### config.mk
export PLATFORM = sky130hd
export DESIGN_NAME = sensor_frame_serializer
export DESIGN_NICKNAME = d
export VERILOG_FILES = /design/src/rtl/sensor_frame_serializer.sv
export SDC_FILE = /design/constraint.sdc
export NUM_CORES = 1
export LEC_CHECK = 0
export CORE_ASPECT_RATIO = 1.1
export CORE_MARGIN = 3
export CORE_UTILIZATION = 50
export CTS_CLUSTER_DIAMETER = 40
export DETAILED_ROUTE_END_ITERATION = 6
export PLACE_DENSITY = 0.8
export SETUP_SLACK_MARGIN = 0.05
export SYNTH_ARGS = -nofsm -noshare
export SYNTH_HDL_FRONTEND = slang
export SYNTH_SLANG_ARGS = --single-unit
### constraint.sdc
create_clock -name clk -period 3.3 [get_ports clk]
set_input_delay 0.33 -clock clk [delete_from_list [all_inputs] [get_ports clk]]
set_output_delay 0.33 -clock clk [all_outputs]
set_load 0.005 [all_outputs]
### src/rtl/sensor_frame_serializer.sv
// Snapshots 2*SENSORS samples and streams them as header/payload[/checksum] words to the SPI TX.
// Define SERIALIZER_CHECKSUM_EN to append a modulo-2^WORD_WIDTH payload checksum word.
module sensor_frame_serializer #(
  parameter int unsigned SENSORS    = 1,
  parameter int unsigned BITWIDTH   = 32,
  parameter int unsigned WORD_WIDTH = 16,
  parameter logic [7:0]  MAGIC      = 8'hA5
) (
  input  logic                            clk,
  input  logic                            rst,
  input  logic [2*SENSORS*BITWIDTH-1:0]   data,
  input  logic                            data_ready,
  output logic                            ack,
  output logic [WORD_WIDTH-1:0]           spi_out,
  output logic                            write,
  input  logic                            spi_tx_ready,
  output logic                            busy,
  output logic [7:0]                      seq
);

  localparam int unsigned CapW   = 2 * SENSORS * BITWIDTH;
  localparam int unsigned NWords = (CapW + WORD_WIDTH - 1) / WORD_WIDTH;
  localparam int unsigned PadW   = NWords * WORD_WIDTH;
  localparam int unsigned IdxW   = (NWords > 1) ? $clog2(NWords) : 1;
  localparam logic [IdxW-1:0] LastIdx = IdxW'(NWords - 1);

`ifdef SERIALIZER_CHECKSUM_EN
  typedef enum logic [2:0] {StIdle, StHeader, StPayload, StCheck, StDone} state_e;
`else
  typedef enum logic [2:0] {StIdle, StHeader, StPayload, StDone} state_e;
`endif

  state_e                state_q, state_d;
  logic [IdxW-1:0]       idx_q, idx_d;
  logic [CapW-1:0]       cap_q, cap_d;
  logic [WORD_WIDTH-1:0] spi_q, spi_d;
  logic                  write_q, write_d;
  logic                  ack_q, ack_d;
  logic                  busy_q, busy_d;
  logic [7:0]            seq_q, seq_d;
`ifdef SERIALIZER_CHECKSUM_EN
  logic [WORD_WIDTH-1:0] csum_q, csum_d;
`endif

  logic [PadW-1:0]       cap_pad;
  logic [WORD_WIDTH-1:0] cur_word;
  logic [WORD_WIDTH-1:0] hdr_word;

  // Final word is zero-padded in its MSBs.
  assign cap_pad  = PadW'(cap_q);
  assign cur_word = cap_pad[idx_q*WORD_WIDTH +: WORD_WIDTH];

  always_comb begin
    hdr_word                      = '0;
    hdr_word[WORD_WIDTH-1 -: 8]   = MAGIC;
    hdr_word[7:0]                 = seq_q + 8'd1;
  end

  always_comb begin
    state_d = state_q;
    idx_d   = idx_q;
    cap_d   = cap_q;
    spi_d   = spi_q;
    write_d = 1'b0;
    ack_d   = 1'b0;
    busy_d  = busy_q;
    seq_d   = seq_q;
`ifdef SERIALIZER_CHECKSUM_EN
    csum_d  = csum_q;
`endif
    unique case (state_q)
      StIdle: begin
        if (data_ready) begin
          cap_d   = data;
          busy_d  = 1'b1;
          idx_d   = '0;
`ifdef SERIALIZER_CHECKSUM_EN
          csum_d  = '0;
`endif
          state_d = StHeader;
        end
      end
      StHeader: begin
        if (spi_tx_ready) begin
          spi_d   = hdr_word;
          write_d = 1'b1;
          idx_d   = '0;
          state_d = StPayload;
        end
      end
      StPayload: begin
        if (spi_tx_ready) begin
          spi_d   = cur_word;
          write_d = 1'b1;
`ifdef SERIALIZER_CHECKSUM_EN
          csum_d  = csum_q + cur_word;
`endif
          if (idx_q == LastIdx) begin
`ifdef SERIALIZER_CHECKSUM_EN
            state_d = StCheck;
`else
            state_d = StDone;
`endif
          end else begin
            idx_d = idx_q + IdxW'(1);
          end
        end
      end
`ifdef SERIALIZER_CHECKSUM_EN
      StCheck: begin
        if (spi_tx_ready) begin
          spi_d   = csum_q;
          write_d = 1'b1;
          state_d = StDone;
        end
      end
`endif
      StDone: begin
        ack_d   = 1'b1;
        busy_d  = 1'b0;
        seq_d   = seq_q + 8'd1;
        idx_d   = '0;
        state_d = StIdle;
      end
      default: state_d = StIdle;
    endcase
  end

  always_ff @(posedge clk) begin
    if (rst) begin
      state_q <= StIdle;
      idx_q   <= '0;
      cap_q   <= '0;
      spi_q   <= '0;
      write_q <= 1'b0;
      ack_q   <= 1'b0;
      busy_q  <= 1'b0;
      seq_q   <= '0;
`ifdef SERIALIZER_CHECKSUM_EN
      csum_q  <= '0;
`endif
    end else begin
      state_q <= state_d;
      idx_q   <= idx_d;
      cap_q   <= cap_d;
      spi_q   <= spi_d;
      write_q <= write_d;
      ack_q   <= ack_d;
      busy_q  <= busy_d;
      seq_q   <= seq_d;
`ifdef SERIALIZER_CHECKSUM_EN
      csum_q  <= csum_d;
`endif
    end
  end

  assign ack     = ack_q;
  assign spi_out = spi_q;
  assign write   = write_q;
  assign busy    = busy_q;
  assign seq     = seq_q;

endmodule

After elaboration in Yosys (flattened, before gate mapping)
Index checks and enable logic that the tools add are counted.
{"block": "classes", "reduce_logical": 11, "n_addsub": 2, "n_lt_le_gt_ge": 0, "div": 0, "n_shift": 1, "bitwise": 1, "n_mul": 0, "n_mux": 17, "n_eq_ne": 9}
{"operator": "$shiftx A64 B7 Y16", "n": 1}
{"operator": "$mux W16", "n": 2}
{"operator": "$pmux W16 S2", "n": 1}
{"operator": "$mux W3", "n": 4}
{"operator": "$ne A2 B2 Y1 const B", "n": 5}
{"operator": "$pmux W3 S3", "n": 1}
{"operator": "$add A8 B1 Y8 const B", "n": 1}
{"operator": "$mux W2", "n": 4}
{"operator": "$pmux W2 S4", "n": 1}
{"operator": "$eq A3 B2 Y1 const B", "n": 2}
{"operator": "$reduce_and A5 Y1", "n": 1}
{"operator": "$reduce_and A2 Y1", "n": 2}
{"operator": "$reduce_and A4 Y1", "n": 1}
{"operator": "$reduce_bool A2 Y1", "n": 2}
{"operator": "$reduce_bool A4 Y1", "n": 1}
{"operator": "$reduce_or A2 Y1", "n": 2}
{"operator": "$eq A3 B1 Y1 const B", "n": 1}
{"operator": "$logic_not A3 Y1", "n": 1}
{"operator": "$mux W1", "n": 3}
{"operator": "$reduce_and A3 Y1", "n": 1}
{"operator": "$add A2 B1 Y2 const B", "n": 1}
{"operator": "$eq A2 B2 Y1 const B", "n": 1}
{"operator": "$pmux W1 S2", "n": 1}
{"operator": "$not A1 Y1", "n": 1}
{"block": "totals", "wordCells": 49, "romBits": 0, "ram_bits": 0, "inputBits": 68, "register_bits": 96, "latch_bits": 0, "out_inout_bits": 27, "memories": 0}

Longest topological paths before layout
Gate-level depths: netlist of run 1.
{"block": "depth", "ltp_word": 4, "ltp_mapped": 8}

Worst setup path after synthesis of run 1
No wires, ideal clock.
{"block": "synth_path", "kind": "register -> register", "start": "reg state_q[0]", "end": "reg idx_q[0]", "setup_time_ns": 0.070, "n_path_buf": 1, "synth_period_minus_slack_ns": 1.633, "path_stages_with_launch": 8, "arrival_ns": 1.563, "t_required_ns": 3.230, "setup_slack_ns": 1.667, "path_cell_list": "dfxtp_1 > inv_1 > ha_1 > buf_2 > nor2_1 > o21ai_0 > or3_1 > a21oi_1"}
{"block": "synth_via", "elab_chain_len": 3}
{"element": "start: declaration", "line_no": "33", "rtl": "state_e state_q, state_d;"}
{"element": "start signal: assignment", "line_no": "131", "rtl": "state_q <= StIdle;"}
{"element": "start signal: assignment", "line_no": "143", "rtl": "state_q <= state_d;"}
{"element": "$eq A3 B2 Y1, or another cell as far along", "line_no": "71", "rtl": "unique case (state_q)"}
{"element": "$reduce_bool A4 Y1 (no source line) / $ne A2 B2 Y1 (equally long branches)"}
{"element": "$reduce_and A5 Y1 (no source line)"}
{"element": "end signal: assignment", "line_no": "144", "rtl": "idx_q <= idx_d;"}
{"element": "end: declaration", "line_no": "34", "rtl": "logic [IdxW-1:0] idx_q, idx_d;"}
Several ways; a longest one is shown, not always the timed one.
A chain may end at the register's enable or synchronous reset.

Final worst setup path of run 1
{"block": "layout_path", "start": "reg state_q[0]", "end": "reg cap_q[39] (netlist: cap_pad[39])"}
{"block": "layout_via", "elab_chain_len": 2}
{"element": "$logic_not A3 Y1", "line_no": "71"}
{"element": "$reduce_and A2 Y1 (no source line)"}
{"element": "end signal: assignment", "line_no": "145", "rtl": "cap_q <= cap_d;"}
{"element": "end: declaration", "line_no": "35", "rtl": "logic [CapW-1:0] cap_q, cap_d;"}
No other way between the ends.

==> qor.txt, run 1 <==
Detail Route met3 WL: 461 µm
largest net degree at the start of global routing: 88
cell taking the most area after synthesis: sky130_fd_sc_hd__dfxtp_1
Static Leak: 1.93 nW
aggregate global-route resource usage: 20.7%
final worst path period share: 62.8%
clock sink total: 95
flip-flop cell with the highest count after synthesis: sky130_fd_sc_hd__dfxtp_1
Yosys warnings: 0
clock transition at the registers of the reported paths: 0.09 ns
VDD IR-drop max: 0.000305 V
slew at the pin closest to its max-slew limit: 1.11 ns
Post-DP HPWL: 6680 µm
Final Routed Wirelength: 9270 µm
cell internal power dissipation: 0.00222 W
number of cell rows: 33
Min-Delay Path Class: input pin to flop
Worst R2R Setup Slack: 1.23 ns
switching share of total power: 31.6%
portion of netlist area occupied by mux cells: 10.1%
post-synth net total: 538
area share of the leading cell type in the synthesized netlist: 47.5%
register area share after synthesis: 47.5%
Std-Cell Core Area: 0.00764 mm²
remaining design rule violation count: 0
share of synthesized flip-flops with an asynchronous set or reset: 0%
number of buffer cells added on primary ports: 94
number of instances in the synthesized netlist: 462
number of placed I/O pins: 95
global-route wire length before repair: 15200 µm
Max Used Layer: met4
via-per-instance ratio: 5.29
worst skew pair latency: 0.35 ns
CTS-repair resized insts: 0
layout cell share with drive strength beyond 1: 6.30%
number of antenna violations at the first check in global routing: 0
CTS tree: yes
Crit Path Class: flop to flop
synthesis-to-layout area growth: 28.9%
reported max-cap violation count: 0
kind of start point of the critical path: flop
Final Hold Vio Count: 0
Data arrival, critical path: 2.35 ns
data required time at the worst endpoint: 3.58 ns
root buffer selected by CTS: sky130_fd_sc_hd__clkbuf_8
PD cells: 628 mW/mm²
routability-driven placement congestion ratio: 0.839
endpoint class of the critical path: flop
Detailed Route Iter0 Violations: 171
wire per inst: 14.4 µm
Simple-Gate Fraction of Synth Area: 18.7%
Initial Utilization: 52.5%
number of antenna-violating nets in the routed design: 0
number of vias after detailed routing: 3412
relative contribution of sequential cells to total power: 45.2%
Post-CTS Setup Repair Bufs: 0
clock share of power: 25.8%
Max Clk Rate: 482 MHz
most numerous cell in the Yosys netlist: sky130_fd_sc_hd__nand2_1
compound-cell area share of the yosys netlist: 14.4%
Post-Route Setup TNS: 0 ns
number of max-slew violations in the final report: 0
relative slew slack: 26.1%
wire length on met1: 4060 µm
die area: 0.00913 mm²
Syn Std Cell Area: 0.00401 mm²
dominant combinational cell family by area after synthesis: simple AND/OR/NAND/NOR gates
Core Util, Final: 67.6%
width of the die: 91.4 µm
Hold-fix buffers, CTS: 0
die span in y: 99.9 µm
via count of the first global-routing pass: 3156
Layout Skew: 0.0134 ns
top post-synthesis cells by area: sky130_fd_sc_hd__dfxtp_1 47%, sky130_fd_sc_hd__nand2_1 13%, sky130_fd_sc_hd__a21oi_1 9.6%
flip-flop and latch count after synthesis: 95
EDFF count, synth: 0
DRT Pass-1 Iters: 4
worst-case clock buffer depth: 2
commonest cells in the netlist: 137 x sky130_fd_sc_hd__nand2_1, 95 x sky130_fd_sc_hd__dfxtp_1, 77 x sky130_fd_sc_hd__a21oi_1, 21 x sky130_fd_sc_hd__clkbuf_1, 20 x sky130_fd_sc_hd__nor2_1
metal2 WL: 4630 µm
gr ovfl total: 0
setup violation total in the final timing report: 0
setup repair after global routing missed its margin: false
adder-cell area share of the yosys netlist: 2.50%
Avg Synthesized Cell Area: 8.67 µm²
highest net fanout along the worst path: 64
XOR/XNOR share of the synthesized area: 2.40%
reported net switching power: 0.00103 W
number of diodes: 0
H-tree level count: 3
number of buffers created by CTS: 9
number of nets in the final layout: 612
total power draw: 0.00324 W
Cell variety after synth: 37
run status: complete, no violations
min cycle time layout: 2.07 ns
power share of the combinational group: 29.0%
final cells by class:
class                      instances  area [µm²]
sequential                        95        1900
multi-input combinational        327        1930
timing repair buffer              98         966
clock inverter                     5        81.3
fill                             613        2470
tap                              105         131
clock buffer                      10         138
inverter                           5        18.8
cell families after synthesis:
| group | count (synthesis) |
|---|---|
| AND/OR/NAND/NOR | 182 |
| AO/OA/AOI/OAI | 108 |
| flip-flops | 95 |
| buffers and inverters | 40 |
| multiplexers | 18 |
| XOR/XNOR | 11 |
| adder cells (fa/ha/maj) | 8 |
sequential cells by signal, summed over array words and instances (netlist names):
register and flops:
busy 1, write 1, spi_out 16, seq 8, ack 1, state_q 2, cap_pad 64, idx_q 2
critical path: stages, from the launching register on:
cell and delay [ns]:
sky130_fd_sc_hd__dfxtp_1 0.42, sky130_fd_sc_hd__inv_1 0.12, sky130_fd_sc_hd__ha_1 0.27, sky130_fd_sc_hd__nand2_2 0.82
sky130_fd_sc_hd__nand2_1 0.16, sky130_fd_sc_hd__a21oi_1 0.19
metal layers:
layer  GRT usage [%]  up-vias
met5               0        -
met4            6.96        0
met3            3.37       11
met2            35.6      104
met1            26.6     1578
li1                -     1719
path summary, 6_finish.rpt:
check / startpoint / endpoint / cells after the start
max: state_q[0]$_SDFFE_PP0P_ / cap_pad[39]$_SDFFE_PP0P_ / 5
min: rst / spi_out[5]$_SDFFE_PP0P_ / 4
max reg2reg: state_q[0]$_SDFFE_PP0P_ / cap_pad[39]$_SDFFE_PP0P_ / 5
min reg2reg: cap_pad[29]$_SDFFE_PP0P_ / cap_pad[29]$_SDFFE_PP0P_ / 2
placed cells by master, fill, tap and decap left out, drive strengths merged, types with 2 or more instances in the layout:
master         instances
nor2b                  2
xnor2                  2
mux4                  16
and4                   3
buf                    5
ha                     8
and3                   3
o21ai                 14
bufinv                 2
dfxtp                 95
clkdlybuf4s50         93
clkbuf                10
nand4                  3
a22oi                  5
nor2                  20
nand2b                 3
clkinv                 2
xor2                   9
nand2                137
a31oi                  4
a21oi                 77
o22ai                  4
mux2i                  2
inv                    5
nand3                  7
metrics by stage:
stage	setup slack [ns]	area [µm²]	cells	hold WS, ns
finish	1.23	5170	645	0.407
global route	0.964	5170	645	0.414
CTS	1.22	5170	645	0.397
detailed placement	1.15	4950	630	0.445
global placement	1.19	4950	630	0.438
floorplan	1.67	4010	462	0.432
power groups by stage:
stage / clock [W] / sequential [W] / combinational [W]
CTS: 0.000847 / 0.00147 / 0.000949
detailed placement: 0 / 0.00149 / 0.000943
finish: 0.000835 / 0.00147 / 0.000941
floorplan: 0 / 0.00146 / 0.000643
global placement: 0 / 0.00148 / 0.000921
global route: 0.000884 / 0.00149 / 0.00106
No activity file was read; power rests on OpenSTA's default activity.
==> inputs of run 2 (changes only) <==
- CORE_UTILIZATION: 50 -> 45
- PLACE_DENSITY: 0.8 -> 0.76
- clock period: 3.3 -> 1.8 ns (I/O delays scaled with it)
==> qor.txt, run 2 (synthesis results as in run 1) <==
highest net fanout along the worst path: 10
switching share of total power: 32.9%
worst setup slack after layout: 0.0755 ns
die area: 0.0101 mm²
largest incremental delay on the critical path: 0.42 ns
final non-filler cell area: 0.00523 mm²
largest net degree at the start of global routing: 65
reported max-cap violation count: 0
setup violation total in the final timing report: 0
die span in y: 105 µm
width of the die: 96.0 µm
count of buffering cells on the critical path with inverters included: 1
synthesis-to-layout area growth: 30.5%
final std cells w/o fill: 658
register cell area after layout: 0.00190 mm²
Min-Delay Path Class: input pin to flop
most frequent cells in the layout: 136 x sky130_fd_sc_hd__nand2_1, 93 x sky130_fd_sc_hd__dfxtp_1, 93 x sky130_fd_sc_hd__clkdlybuf4s50_1, 77 x sky130_fd_sc_hd__a21oi_1, 19 x sky130_fd_sc_hd__nor2_1
relative contribution of sequential cells to total power: 45.9%
number of max-slew violations in the final report: 0
number of nets in the final layout: 619
via-per-instance ratio: 5.26
number of placed I/O pins: 95
root buffer selected by CTS: sky130_fd_sc_hd__clkbuf_8
VDD IR-drop max: 0.000477 V
library cell appearing most often on the critical path: sky130_fd_sc_hd__nor2_1
global-route wire length before repair: 15600 µm
total instance count after detailed placement: 643
slew at the pin closest to its max-slew limit: 0.577 ns
Max Clk Rate: 580 MHz
Post-DP HPWL: 6930 µm
aggregate global-route resource usage: 19.7%
number of vias after detailed routing: 3462
cell internal power dissipation: 0.00396 W
final worst path period share: 95.8%
Final Routed Wirelength: 9470 µm
Final Hold Vio Count: 0
reported net switching power: 0.00194 W
pre-CTS worst setup slack: 0.0889 ns
number of buffers created by CTS: 9
number of buffer cells added on primary ports: 94
Detailed Route Iter0 Violations: 182
routability-driven placement congestion ratio: 0.851
remaining design rule violation count: 0
gr ovfl total: 0
Data arrival, critical path: 1.96 ns
data required time at the worst endpoint: 2.03 ns
Crit Path Class: flop to flop
setup repair after global routing missed its margin: true
relative slew slack: 61.5%
number of cell rows: 35
min cycle time layout: 1.72 ns
Worst path slowest cell: sky130_fd_sc_hd__dfxtp_1
PD cells: 1130 mW/mm²
worst-case clock buffer depth: 2
Crit path max-delay family: compound AO/OA/AOI/OAI gates
CTS tree: yes
Initial Utilization: 46.9%
wire per inst: 14.4 µm
DRT Pass-1 Iters: 4
most common cell after layout, fill and taps aside: sky130_fd_sc_hd__nand2_1
via count of the first global-routing pass: 3268
flip-flop count of the largest register after layout: 64
endpoint class of the critical path: flop
kind of start point of the critical path: flop
total power draw: 0.00591 W
number of diodes: 0
Static Leak: 1.95 nW
number of antenna violations at the first check in global routing: 0
power share of the combinational group: 31.0%
H-tree level count: 3
worst skew pair latency: 0.37 ns
Multi-input gate area: 0.00193 mm²
run status: complete, no violations
Std-Cell Core Area: 0.00854 mm²
clock sink total: 95
fillers: 762
clock share of power: 23.1%
number of antenna-violating nets in the routed design: 0
layout cell share with drive strength beyond 1: 8.04%
Critical Path, Cell by Cell: inv_1, ha_1, o21ai_2, nor2_1, a22oi_1, nor2_1
Layout Skew: 0.00970 ns
Post-CTS Setup Repair Bufs: 0
clock transition at the registers of the reported paths: 0.10 ns
post-detailed-placement cell area: 0.00503 mm²
## run 2: power by group through the flow
stage	Combinational, W	Clock, W	Sequential [W]
2_1_floorplan	0.00118	0	0.00268
4_1_cts	0.00183	0.00137	0.00271
5_1_grt	0.00204	0.00146	0.00275
3_3_place_gp	0.00176	0	0.00273
3_5_place_dp	0.00181	0	0.00275
6_report	0.00183	0.00137	0.00271
## run 2: area by class of cell
| type | instances | area share, % |
|---|---|---|
| Multi-Input combinational cell | 327 | 37.0 |
| Sequential cell | 95 | 36.4 |
| Timing Repair Buffer | 105 | 20.0 |
| Tap cell | 111 | 2.66 |
| Clock buffer | 9 | 2.37 |
| Clock inverter | 6 | 1.20 |
| Inverter | 5 | 0.359 |
## run 2: worst reg2reg max path: stages, from the launching register on
cell and delay, ns:
sky130_fd_sc_hd__dfxtp_1 0.42, sky130_fd_sc_hd__inv_1 0.13, sky130_fd_sc_hd__ha_1 0.27, sky130_fd_sc_hd__o21ai_2 0.38, sky130_fd_sc_hd__nor2_1 0.17, sky130_fd_sc_hd__a22oi_1 0.19, sky130_fd_sc_hd__nor2_1 0.05
## run 2: worst paths after layout
path	cells past startpoint	startpoint	endpoint	slack (ns)
worst min register to register	2	cap_pad[38]$_SDFFE_PP0P_	cap_pad[38]$_SDFFE_PP0P_	0.46
worst min-delay path	4	rst	spi_out[5]$_SDFFE_PP0P_	0.26
worst max register to register	6	state_q[0]$_SDFFE_PP0P_	spi_out[14]$_SDFFE_PP0P_	0.08
worst max-delay path	6	state_q[0]$_SDFFE_PP0P_	spi_out[14]$_SDFFE_PP0P_	0.08
## run 2: stage by stage
stage | util (%) | hold slack, ns | TNS (ns)
4_1_cts | 61.1 | 0.254 | 0
3_5_place_dp | 58.9 | 0.446 | 0
5_1_grt | 61.2 | 0.307 | -0.00660
3_3_place_gp | 58.9 | 0.439 | 0
6_report | 61.2 | 0.257 | 0
2_1_floorplan | - | 0.316 | 0
## run 2: layer usage
metal  track usage (%)  share of wire (%)  vias up
met5                 0                  0        -
met1              26.2                 43     1630
met3              4.25                5.6       11
met2              31.8                 50       94
met4              5.79                1.2        0
li1                  -                  -     1727
## run 2: timing repair
item                                    in CTS  in global routing
endpoints found under the setup margin       0                 40
hold endpoints to repair                     0                  0
hold buffers                                 0                  0
gates resized for setup                      0                  4
==> inputs of run 3 (changes only) <==
- ABC_AREA: unset -> 1
- RECOVER_POWER: unset -> 50
==> qor.txt, run 3 <==
Data arrival, critical path: 1.89 ns
number of cells on the worst hold path: 3
final worst path period share: 91.6%
Detailed Route Iter0 Violations: 186
relative contribution of sequential cells to total power: 44.3%
count of buffering cells on the critical path with inverters included: 2
commonest cells in the netlist: 130 x sky130_fd_sc_hd__nor2_1, 95 x sky130_fd_sc_hd__dfxtp_1, 93 x sky130_fd_sc_hd__o21ai_0, 86 x sky130_fd_sc_hd__nand2_1, 52 x sky130_fd_sc_hd__inv_1
Critical Path, Cell by Cell: inv_1, ha_1, nand2_1, buf_12, o21ai_0, nor2_1
Post-CTS Setup Repair Bufs: 0
Post-DP HPWL: 7950 µm
slew at the pin closest to its max-slew limit: 0.536 ns
number of cells on the worst reg-to-reg path: 6
number of buffer cells added on primary ports: 94
Worst Hold Slack: 0.439 ns
most common cell after layout, fill and taps aside: sky130_fd_sc_hd__nor2_1
layout cell share with drive strength beyond 1: 5.29%
synthesis-to-layout area growth: 31.5%
via-per-instance ratio: 5.00
remaining design rule violation count: 0
Avg Synthesized Cell Area: 6.98 µm²
path length in cells of the critical path: 6
Cell variety after synth: 21
number of vias after detailed routing: 3976
switching share of total power: 33.3%
highest net fanout along the worst path: 43
largest net degree at the start of global routing: 45
Hold-fix buffers, CTS: 0
number of max-slew violations in the final report: 0
die area: 0.0104 mm²
PD cells: 1170 mW/mm²
Max Clk Rate: 606 MHz
VDD IR-drop max: 0.000629 V
flip-flop count of the largest register after layout: 64
Final Hold Vio Count: 0
area share of the leading cell type in the synthesized netlist: 45.8%
number of buffers created by CTS: 9
total power draw: 0.00640 W
routability-driven placement congestion ratio: 0.885
CTS-repair resized insts: 0
most numerous cell in the Yosys netlist: sky130_fd_sc_hd__nor2_1
Min-Delay Path Class: input pin to flop
DRT Pass-1 Iters: 4
cell internal power dissipation: 0.00427 W
number of placed I/O pins: 95
clock share of power: 24.7%
clock sink total: 95
die span in y: 107 µm
worst setup slack after layout: 0.151 ns
wire per inst: 13.4 µm
number of diodes: 0
worst-case clock buffer depth: 2
gr ovfl total: 0
data required time at the worst endpoint: 2.04 ns
Std-Cell Core Area: 0.00892 mm²
post-synth net total: 670
Yosys warnings: 0
min cycle time layout: 1.65 ns
number of nets in the final layout: 752
flip-flop and latch count after synthesis: 95
clock transition at the registers of the reported paths: 0.09 ns
XOR/XNOR share of the synthesized area: 0.211%
number of cell rows: 36
EDFF count, synth: 0
register area share after synthesis: 45.8%
dominant combinational cell family by area after synthesis: simple AND/OR/NAND/NOR gates
post-detailed-placement cell area: 0.00523 mm²
Post-Route Setup TNS: 0 ns
global-route wire length before repair: 17900 µm
most frequent cells in the layout: 130 x sky130_fd_sc_hd__nor2_1, 93 x sky130_fd_sc_hd__o21ai_0, 93 x sky130_fd_sc_hd__dfxtp_1, 86 x sky130_fd_sc_hd__nand2_1, 70 x sky130_fd_sc_hd__clkdlybuf4s50_1
final non-filler cell area: 0.00546 mm²
endpoint class of the critical path: flop
Layout Skew: 0.00713 ns
Final Routed Wirelength: 10700 µm
Crit Path Class: flop to flop
reported max-cap violation count: 0
H-tree level count: 3
via count of the first global-routing pass: 3858
number of instances in the synthesized netlist: 594
Worst path slowest cell: sky130_fd_sc_hd__dfxtp_2
compound-cell area share of the yosys netlist: 18.8%
number of antenna violations at the first check in global routing: 0
largest incremental delay on the critical path: 0.36 ns
top post-synthesis cells by area: sky130_fd_sc_hd__dfxtp_1 46%, sky130_fd_sc_hd__nor2_1 12%, sky130_fd_sc_hd__o21ai_0 11%
run status: complete, no violations
reported net switching power: 0.00213 W
setup repair after global routing missed its margin: true
width of the die: 97.6 µm
portion of netlist area occupied by mux cells: 0%
Simple-Gate Fraction of Synth Area: 23.7%
pre-CTS worst setup slack: 0.153 ns
adder-cell area share of the yosys netlist: 2.41%
cell taking the most area after synthesis: sky130_fd_sc_hd__dfxtp_1
relative slew slack: 64.2%
Syn Std Cell Area: 0.00415 mm²
number of antenna-violating nets in the routed design: 0
setup violation total in the final timing report: 0
aggregate global-route resource usage: 21.2%
kind of start point of the critical path: flop
power share of the combinational group: 31.0%
root buffer selected by CTS: sky130_fd_sc_hd__clkbuf_8
flip-flop cell with the highest count after synthesis: sky130_fd_sc_hd__dfxtp_1
share of synthesized flip-flops with an asynchronous set or reset: 0%
Static Leak: 2.35 nW
Crit path max-delay family: flip-flops
worst skew pair latency: 0.35 ns
CTS tree: yes
Initial Utilization: 46.5%
## run 3: worst paths after layout
check / from / endpoint / slack [ns]
hold / removal: data[50] / cap_pad[50]$_SDFFE_PP0P_ / 0.44
setup reg to reg: state_q[0]$_SDFFE_PP0P_ / cap_pad[39]$_SDFFE_PP0P_ / 0.15
hold reg to reg: cap_pad[14]$_SDFFE_PP0P_ / cap_pad[14]$_SDFFE_PP0P_ / 0.46
setup / recovery: state_q[0]$_SDFFE_PP0P_ / cap_pad[39]$_SDFFE_PP0P_ / 0.15
## run 3: stage by stage
stage,std cells,utilization [%]
global route,795,61.2
floorplan,594,-
finish,795,61.2
detailed placement,779,58.6
CTS,795,61.2
global placement,779,58.6
## run 3: power groups by stage
stage               registers, W  logic [W]  clock network [W]
floorplan                0.00282    0.00131                  0
global placement         0.00286    0.00197                  0
detailed placement       0.00288    0.00202                  0
CTS                      0.00284    0.00204            0.00159
global route             0.00290    0.00229            0.00168
finish                   0.00283    0.00199            0.00158
## run 3: layout make-up
class,instances,area (µm²)
Timing Repair Buffer,107,1100
Tap cell,114,143
Sequential cell,95,1900
Clock inverter,5,80.1
Inverter,56,210
Fill cell,811,3460
Multi-Input combinational cell,407,1870
Clock buffer,11,151
## run 3: worst register-to-register path, delay by kind of cell, from the launching register on
kind                     cells  cell delay (ns)
AO/OA/AOI/OAI                1             0.30
buffers and inverters        2             0.35
AND/OR/NAND/NOR              2             0.29
flip-flops                   1             0.36
adder cells (fa/ha/maj)      1             0.24
## run 3: per-layer routing
metal | wire length (µm) | vias up | part of all wire [%] | global-route usage, %
met4 | 227 | 0 | 2.1 | 8.11
li1 | - | 2063 | - | -
met3 | 427 | 19 | 4.0 | 3.06
met1 | 4690 | 1804 | 44 | 26.6
met5 | 0 | - | 0 | 0
met2 | 5330 | 90 | 50 | 37.0
## run 3: cell families (layout without fill, tap and decap cells)
kind of cell | Yosys count | in the layout
simple gates | 248 | 248
buf+inv | 92 | 179
compound gates | 150 | 150
fa+ha+maj | 8 | 8
flops | 95 | 95
xor+xnor | 1 | 1
